File: config.mk
export PLATFORM = sky130hd
export DESIGN_NAME = branch_redirect_ctrl_flat
export DESIGN_NICKNAME = d
export VERILOG_FILES = /design/src/rtl/branch_redirect_ctrl_if.sv /design/src/rtl/branch_redirect_ctrl.sv /design/src/flat_wrapper.sv
export SDC_FILE = /design/constraint.sdc
export NUM_CORES = 1
export LEC_CHECK = 0
export CAP_MARGIN = 25
export CORE_MARGIN = 1.5
export CORE_UTILIZATION = 49
export DETAILED_ROUTE_END_ITERATION = 16
export PLACE_DENSITY_LB_ADDON = 0.1
export SETUP_SLACK_MARGIN = 0.1
export SLEW_MARGIN = 25
export SYNTH_ARGS = -nofsm -noshare
export SYNTH_HDL_FRONTEND = slang
export SYNTH_SLANG_ARGS = --single-unit
File: constraint.sdc
create_clock -name i_clk -period 5.3 [get_ports i_clk]
set_input_delay 0.53 -clock i_clk [delete_from_list [all_inputs] [get_ports i_clk]]
set_output_delay 0.53 -clock i_clk [all_outputs]
set_load 0.05 [all_outputs]
File: src/rtl/branch_redirect_ctrl_if.sv
// Port bundle between branch_redirect_ctrl and its environment (EX-stage
// comparator on one side, fetch unit and IF/ID pipeline control on the other).
//   i_ex_valid      EX stage holds a valid instruction
//   i_br_en         branch/jump taken
//   i_br_target     computed target address
//   i_redir_ack     fetch unit accepts the redirect
//   o_redir_req     redirect request to fetch
//   o_redir_pc      redirect address, qualified by o_redir_req
//   o_flush         kill IF/ID instructions
//   o_stall         freeze the pipeline
//   o_misalign      one-cycle misaligned-target pulse
//   o_misalign_addr last misaligned target
//   o_taken_cnt     count of acknowledged redirects
// The master modport is the controller view, the slave modport the
// environment view.
interface branch_redirect_ctrl_if;
  logic        i_ex_valid;
  logic        i_br_en;
  logic [31:0] i_br_target;
  logic        i_redir_ack;
  logic        o_redir_req;
  logic [31:0] o_redir_pc;
  logic        o_flush;
  logic        o_stall;
  logic        o_misalign;
  logic [31:0] o_misalign_addr;
  logic [31:0] o_taken_cnt;

  modport master (
    input  i_ex_valid, i_br_en, i_br_target, i_redir_ack,
    output o_redir_req, o_redir_pc, o_flush, o_stall,
           o_misalign, o_misalign_addr, o_taken_cnt
  );

  modport slave (
    output i_ex_valid, i_br_en, i_br_target, i_redir_ack,
    input  o_redir_req, o_redir_pc, o_flush, o_stall,
           o_misalign, o_misalign_addr, o_taken_cnt
  );
endinterface

File: src/rtl/branch_redirect_ctrl.sv
// Branch redirect sequencer between the EX-stage branch comparator and the
// front end. A taken branch/jump in IDLE either raises a registered redirect
// request (aligned target) held until the fetch unit acknowledges, followed
// by FLUSH_CYCLES cycles of IF/ID kill, or, for a misaligned target, a
// one-cycle exception pulse with the offending address latched.
// Ports:
//   i_clk  rising-edge clock
//   i_rst  synchronous active-high reset; every output returns to 0
//   bus    branch_redirect_ctrl_if.master (see interface file for signals)
// Parameters:
//   FLUSH_CYCLES  flush cycles after acknowledge, 0..15
//   CNT_INIT      reset value of the redirect counter; left at 0 except to
//                 exercise counter rollover
module branch_redirect_ctrl #(
  parameter int unsigned FLUSH_CYCLES = 2,
  parameter logic [31:0] CNT_INIT     = 32'h0
) (
  input  logic                   i_clk,
  input  logic                   i_rst,
  branch_redirect_ctrl_if.master bus
);

  typedef enum logic [1:0] {
    IDLE  = 2'd0,
    REQ   = 2'd1,
    FLUSH = 2'd2
  } state_t;

  localparam logic [3:0] FLUSH_LOAD = 4'(FLUSH_CYCLES);

  state_t      state_q, state_d;
  logic [3:0]  fcnt_q, fcnt_d;
  logic        redir_req_q, redir_req_d;
  // flush and stall are asserted in exactly the same cycles
  logic        hold_q, hold_d;
  logic [31:0] redir_pc_q, redir_pc_d;
  logic        misalign_q, misalign_d;
  logic [31:0] misalign_addr_q, misalign_addr_d;
  logic [31:0] taken_cnt_q, taken_cnt_d;

  logic trig;
  logic ack;

  assign trig = bus.i_ex_valid & bus.i_br_en;
  // an ack only counts while the request is actually on the bus
  assign ack  = bus.i_redir_ack & redir_req_q;

  // Next-state and next-output logic; outputs are computed one cycle ahead
  // so every port comes straight from a flop.
  always_comb begin
    state_d         = state_q;
    fcnt_d          = fcnt_q;
    redir_req_d     = 1'b0;
    hold_d          = 1'b0;
    redir_pc_d      = redir_pc_q;
    misalign_d      = 1'b0;
    misalign_addr_d = misalign_addr_q;
    taken_cnt_d     = taken_cnt_q;

    unique case (state_q)
      IDLE: begin
        if (trig) begin
          if (bus.i_br_target[1:0] != 2'b00) begin
            misalign_d      = 1'b1;
            misalign_addr_d = bus.i_br_target;
          end else begin
            redir_pc_d  = bus.i_br_target;
            redir_req_d = 1'b1;
            hold_d      = 1'b1;
            state_d     = REQ;
          end
        end
      end

      REQ: begin
        if (ack) begin
          taken_cnt_d = taken_cnt_q + 32'd1;
          if (FLUSH_CYCLES == 0) begin
            state_d = IDLE;
          end else begin
            fcnt_d  = FLUSH_LOAD;
            hold_d  = 1'b1;
            state_d = FLUSH;
          end
        end else begin
          redir_req_d = 1'b1;
          hold_d      = 1'b1;
        end
      end

      FLUSH: begin
        // the cycle with fcnt_q == 1 is the last flush cycle, so the
        // counter reaching 0 coincides with the return to IDLE
        fcnt_d = fcnt_q - 4'd1;
        if (fcnt_q <= 4'd1) begin
          state_d = IDLE;
        end else begin
          hold_d = 1'b1;
        end
      end

      default: begin
        state_d = IDLE;
      end
    endcase
  end

  // State and output registers
  always_ff @(posedge i_clk) begin
    if (i_rst) begin
      state_q         <= IDLE;
      fcnt_q          <= 4'd0;
      redir_req_q     <= 1'b0;
      hold_q          <= 1'b0;
      redir_pc_q      <= 32'h0;
      misalign_q      <= 1'b0;
      misalign_addr_q <= 32'h0;
      taken_cnt_q     <= CNT_INIT;
    end else begin
      state_q         <= state_d;
      fcnt_q          <= fcnt_d;
      redir_req_q     <= redir_req_d;
      hold_q          <= hold_d;
      redir_pc_q      <= redir_pc_d;
      misalign_q      <= misalign_d;
      misalign_addr_q <= misalign_addr_d;
      taken_cnt_q     <= taken_cnt_d;
    end
  end

  assign bus.o_redir_req     = redir_req_q;
  assign bus.o_redir_pc      = redir_pc_q;
  assign bus.o_flush         = hold_q;
  assign bus.o_stall         = hold_q;
  assign bus.o_misalign      = misalign_q;
  assign bus.o_misalign_addr = misalign_addr_q;
  assign bus.o_taken_cnt     = taken_cnt_q;

endmodule

File: src/flat_wrapper.sv
// flat-port wrapper written by rule: the top's interface ports become plain ports
module branch_redirect_ctrl_flat 
#(
  parameter int unsigned FLUSH_CYCLES = 2,
  parameter logic [31:0] CNT_INIT     = 32'h0
)
  (i_clk, i_rst, bus_i_ex_valid, bus_i_br_en, bus_i_br_target, bus_i_redir_ack, bus_o_redir_req, bus_o_redir_pc, bus_o_flush, bus_o_stall, bus_o_misalign, bus_o_misalign_addr, bus_o_taken_cnt);
  branch_redirect_ctrl_if bus_i ();
  input  logic i_clk;
  input  logic i_rst;
  input wire logic [$bits(bus_i.i_ex_valid)-1:0] bus_i_ex_valid;
  input wire logic [$bits(bus_i.i_br_en)-1:0] bus_i_br_en;
  input wire logic [$bits(bus_i.i_br_target)-1:0] bus_i_br_target;
  input wire logic [$bits(bus_i.i_redir_ack)-1:0] bus_i_redir_ack;
  output wire logic [$bits(bus_i.o_redir_req)-1:0] bus_o_redir_req;
  output wire logic [$bits(bus_i.o_redir_pc)-1:0] bus_o_redir_pc;
  output wire logic [$bits(bus_i.o_flush)-1:0] bus_o_flush;
  output wire logic [$bits(bus_i.o_stall)-1:0] bus_o_stall;
  output wire logic [$bits(bus_i.o_misalign)-1:0] bus_o_misalign;
  output wire logic [$bits(bus_i.o_misalign_addr)-1:0] bus_o_misalign_addr;
  output wire logic [$bits(bus_i.o_taken_cnt)-1:0] bus_o_taken_cnt;
  assign bus_i.i_ex_valid = bus_i_ex_valid;
  assign bus_i.i_br_en = bus_i_br_en;
  assign bus_i.i_br_target = bus_i_br_target;
  assign bus_i.i_redir_ack = bus_i_redir_ack;
  assign bus_o_redir_req = bus_i.o_redir_req;
  assign bus_o_redir_pc = bus_i.o_redir_pc;
  assign bus_o_flush = bus_i.o_flush;
  assign bus_o_stall = bus_i.o_stall;
  assign bus_o_misalign = bus_i.o_misalign;
  assign bus_o_misalign_addr = bus_i.o_misalign_addr;
  assign bus_o_taken_cnt = bus_i.o_taken_cnt;
  branch_redirect_ctrl #(.FLUSH_CYCLES(FLUSH_CYCLES), .CNT_INIT(CNT_INIT)) u_core (.i_clk(i_clk), .i_rst(i_rst), .bus(bus_i));
endmodule
After elaboration in Yosys (flattened, before gate mapping)

Cells that the tools add are included.

Register bits after elaboration: 105
Latch bits: 0
RAM bits: 0
Memory bits (read-only): 0
Bits of input ports: 37
Output and inout bits: 100
Word-level logic and storage cells: 45
Memories: 0

Add/sub/neg operators: 2
$mul: 0
Divide/modulo/power cells: 0
$lt $le $gt $ge: 1
Eq/ne operators: 6
Shifts and indexed selects: 0
Muxes and demuxes: 14
Bitwise operators: 5
Reduce and logical (&&, ||, !) cells: 9

Operators with widths:

| kind                    | number |
|---|---|
| $add A32 B1 Y32 const B | 1 |
| $mux W2                 | 4 |
| $pmux W4 S2             | 1 |
| $ne A2 B1 Y1 const B    | 3 |
| $pmux W2 S3             | 1 |
| $reduce_and A3 Y1       | 2 |
| $mux W1                 | 5 |
| $le A4 B1 Y1 const B    | 1 |
| $mux W4                 | 1 |
| $reduce_and A2 Y1       | 2 |
| $reduce_and A4 Y1       | 1 |
| $reduce_bool A2 Y1      | 2 |
| $sub A4 B1 Y4 const B   | 1 |
| $not A1 Y1              | 3 |
| $pmux W1 S3             | 1 |
| $reduce_or A3 Y1        | 1 |
| $and A1 B1 Y1           | 2 |
| $eq A2 B1 Y1 const B    | 1 |
| $eq A2 B2 Y1 const B    | 1 |
| $logic_not A2 Y1        | 1 |
| $ne A2 B2 Y1 const B    | 1 |
| $pmux W1 S2             | 1 |

Logic depth before layout (Yosys ltp)

Depth after elaboration: 4
Mapped depth: 6
Depth with buffers taken out: 5

Least setup slack after synthesis

Ideal clock, no wire load.

Path type: reg2reg
From: register u_core.taken_cnt_q[2], in the netlist u_core.bus.o_taken_cnt[2]
To: register u_core.taken_cnt_q[31], in the netlist u_core.bus.o_taken_cnt[31]
Setup time: 0.121 ns
Arrival: 1.981 ns
Setup slack: 3.198 ns
Cell stages (with the launch flop): 5
Buffers on the path: 0
Clock period less this slack: 2.102 ns
Cell sequence: dfxtp_1 and4_1 nand4_1 nor4_1 mux2_2

Word-level cells in the longest chain between the ends: 1

RTL lines:

| item                     | line                        | RTL |
|---|---|---|
| start: declaration       | branch_redirect_ctrl.sv:39  | `logic [31:0] taken_cnt_q, taken_cnt_d;` |
| start signal: assignment | branch_redirect_ctrl.sv:127 | `taken_cnt_q <= taken_cnt_d;` |
| $add A32 B1 Y32          | branch_redirect_ctrl.sv:77  | `taken_cnt_d = taken_cnt_q + 32'd1;` |

Every way passes these cells.
A chain may end at the register's enable or synchronous reset.

Final worst setup path

From: input bus_i_redir_ack
To: register u_core.taken_cnt_q[23], in the netlist u_core.bus.o_taken_cnt[23]

Word-level cells in the longest chain between the ends: 2

RTL lines:

| item                        | line                       | RTL |
|---|---|---|
| start: declaration          | flat_wrapper.sv:14         | `input wire logic [$bits(bus_i.i_redir_ack)-1:0] bus_i_redir_ack;` |
| $and A1 B1 Y1               | branch_redirect_ctrl.sv:46 | `assign ack = bus.i_redir_ack & redir_req_q;` |
| $reduce_and A2 Y1 (no line) | -                          |  |

Every way passes these cells.

==> impl_results.md <==
- CP Class: primary input to register
- Pwr Density: 256 nW/um2
- Leak Pwr: 1.90 nW
- GRT overflow: 0
- Worst EP arrival: 2.79 ns
- Synth Cell Area: 4140 um2
- Clock sinks: 105
- Vias in the first global route: 3848
- Worst-path fanout max: 14
- Routed WL: 10600 um
- Slew HR: 47.5%
- ANT cells: 0
- Detail Route Antenna Nets: 0
- Die Height: 94.9 um
- # port buffers: 136
- Delay-heaviest family, CP: simple AND/OR/NAND/NOR gates
- Synthesized Nets: 546
- RSZ-0062 raised after global routing: no
- Max-cap violation count: 0
- Final Cycle Share: 47.0%
- Yosys Warn Count: 0
- Crit. Startpoint: bus_i_redir_ack
- Root buffer cell: clkbuf_8
- Post-Synthesis Cells: 506
- Final Max Slew Viols: 0
- Remaining DRCs: 0
- First-pass GRT wire length: 17400 um
- Post-CTS Resized: 0
- Worst endpoint required time: 5.60 ns
- CTS Buf Count: 9
- Largest net degree at the start of global routing: 109
- FP Rows: 33
- Layout area overhead: 38.6%
- DP HPWL: 7370 um
- Yosys reg bits: 105
- Setup Buffers After CTS: 0
- RD Place Congestion: 0.820
- Fillers: 705
- Worst hold-check path type: register to register
- Critical path cell sequence: clkdlybuf4s50_1, and4b_1, nand4_1, or4_1, a21oi_1
- Util after Layout: 70.1%
- Initial Util: 50.6%
- Tot GR Track Use: 24.3%
- Drt wl/cell: 14.5 um
- Clk_lat worst skew: 0.36 ns
- Final Skew: 0.00885 ns
- Routed vias/inst: 5.42
- Setup tns final: 0 ns
- Post-synthesis cell type count: 38
- Die footprint: 9000 um2
- Slowest cell delay on critical path: 0.61 ns
- Peak supply drop: 0.180 mV
- FMAX: 401 MHz
- Crit path launch type: primary input
- Tightest Pin Transition: 0.787 ns
- TritonCTS clock tree: yes
- H-tree lvl count: 3
- Final Hold Viols: 0
- Slowest CP cell: or4_1
- Die X: 94.9 um
- I/O Pins: 137
- DR pass1 iterations: 4
- Register area share after synthesis: 50.8%
- Most frequent cells in the layout: nand2_1, clkdlybuf4s50_1, dfxtp_1
- Reg2Reg Launch Point: u_core.bus.o_taken_cnt[2]
- CTS max path bufs: 2
- Initial antenna violation count: 0
- Final nets: 663
- Clock slew seen by the registers of the worst setup and hold paths: 0.11 ns
- Critical path capture point type: register
- Iter 0 DRT Violations: 155
- Share of layout cells above drive strength 1: 5.25%
- Core area: 8180 um2
- Cts hold-fix bufs: 0
- Design area: 5730 um2
- HP Start: u_core.bus.o_redir_pc[3]
- Fin crit period: 2.49 ns
- Buf/Inv on CP: 1
- Most common cell after layout, fill and taps aside: nand2_1
- Final setup violating endpoints: 0
- Outcome: complete, no violations
- Mapped Avg Cell Area: 8.17 um2
- DP Area: 5530 um2
- DR vias: 3975
[synthesized netlist by cell type]
cell type	n	area (um2)
or2_2	1	6.26
and4b_1	1	10.0
o31ai_1	11	82.6
xor2_1	4	35.0
buf_4	2	15.0
nor2b_1	6	37.5
nand4_2	1	12.5
clkbuf_1	28	105
nor3_1	4	20.0
nand4b_2	1	15.0
a21oi_1	87	435
dfxtp_1	105	2100
buf_2	2	10.0
a31oi_1	1	6.26
ha_1	3	37.5
and4bb_2	1	12.5
nand3b_1	1	7.51
a311oi_1	3	26.3
nor3b_1	2	15.0
and4_1	4	35.0
a211oi_1	2	15.0
inv_1	4	15.0
mux2_2	5	56.3
nor2_1	18	67.6
or3_1	8	50.1
or4_1	11	82.6
xnor2_1	3	26.3
nand3_1	14	70.1
nor4_1	5	31.3
or4_4	1	11.3
and2_1	3	18.8
buf_1	2	7.51
and3_1	3	18.8
nand2b_1	1	6.26
nand4_1	9	56.3
and2b_1	1	7.51
nand2_1	138	518
o21ai_0	10	50.1
[cells by family after synthesis]
logic type | synth area share, %
mux | 1.36
fa+ha+maj | 0.908
xor+xnor | 1.48
compound gates | 14.9
buf+inv | 3.69
flops | 50.8
simple gates | 26.8
[registers in the layout, summed over array words and instances (netlist names)]
name	flops
u_core.bus.o_misalign_addr	32
u_core.bus.o_misalign	1
u_core.state_q	2
u_core.bus.o_flush	1
u_core.bus.o_redir_pc	32
u_core.fcnt_q	4
u_core.bus.o_taken_cnt	32
u_core.bus.o_redir_req	1
[final cells by class]
type | count | area, um2 | share of cell area (%)
clock buffer | 10 | 138 | 2.40
tap | 105 | 131 | 2.29
sequential | 105 | 2100 | 36.7
timing repair buffer | 140 | 1400 | 24.4
clock inverter | 6 | 57.6 | 1.00
multi-input combinational | 363 | 1890 | 32.9
inverter | 4 | 15.0 | 0.262
[routing by layer]
metal / vias to the layer above / wire length [um] / GRT usage [%]
met4: 0 / 233 / 8.33
met3: 19 / 966 / 10.1
met1: 1842 / 4260 / 27.4
met2: 144 / 5180 / 41.3
li1: 1970 / - / -
met5: - / 0 / 0
[power by group]
group | internal (mW) | total [mW] | leakage [nW] | switching [mW]
Clock | 0.196 | 0.483 | 0.101 | 0.287
Sequential | 0.805 | 0.814 | 0.850 | 0.00916
Combinational | 0.0636 | 0.172 | 0.951 | 0.108
[stage by stage]
| stage | hold WS (ns) | instances | power [mW] | setup slack, ns |
|---|---|---|---|---|
| 3_5_place_dp | 0.446 | 717 | 1.00 | 2.42 |
| 4_1_cts | 0.460 | 733 | 1.49 | 2.82 |
| 3_3_place_gp | 0.441 | 716 | 1.00 | 2.47 |
| 5_1_grt | 0.480 | 733 | 1.53 | 2.63 |
| 6_report | 0.460 | 733 | 1.47 | 2.81 |
| 2_1_floorplan | 0.452 | 506 | 0.930 | 3.20 |
[worst reg2reg max path, delay by kind of cell (launching register included)]
family / cells / cell delay [ns]
mux: 1 / 0.37
flops: 1 / 0.46
simple gates: 3 / 1.47
[path summary, 6_finish.rpt]
kind / end / slack, ns / cells after the start
max reg2reg: u_core.bus.o_taken_cnt[31] / 2.90 / 4
max: u_core.bus.o_taken_cnt[23] / 2.81 / 5
min: u_core.bus.o_redir_pc[3] / 0.46 / 2
min reg2reg: u_core.bus.o_redir_pc[3] / 0.46 / 2
Power figures use the tool's default switching activity.
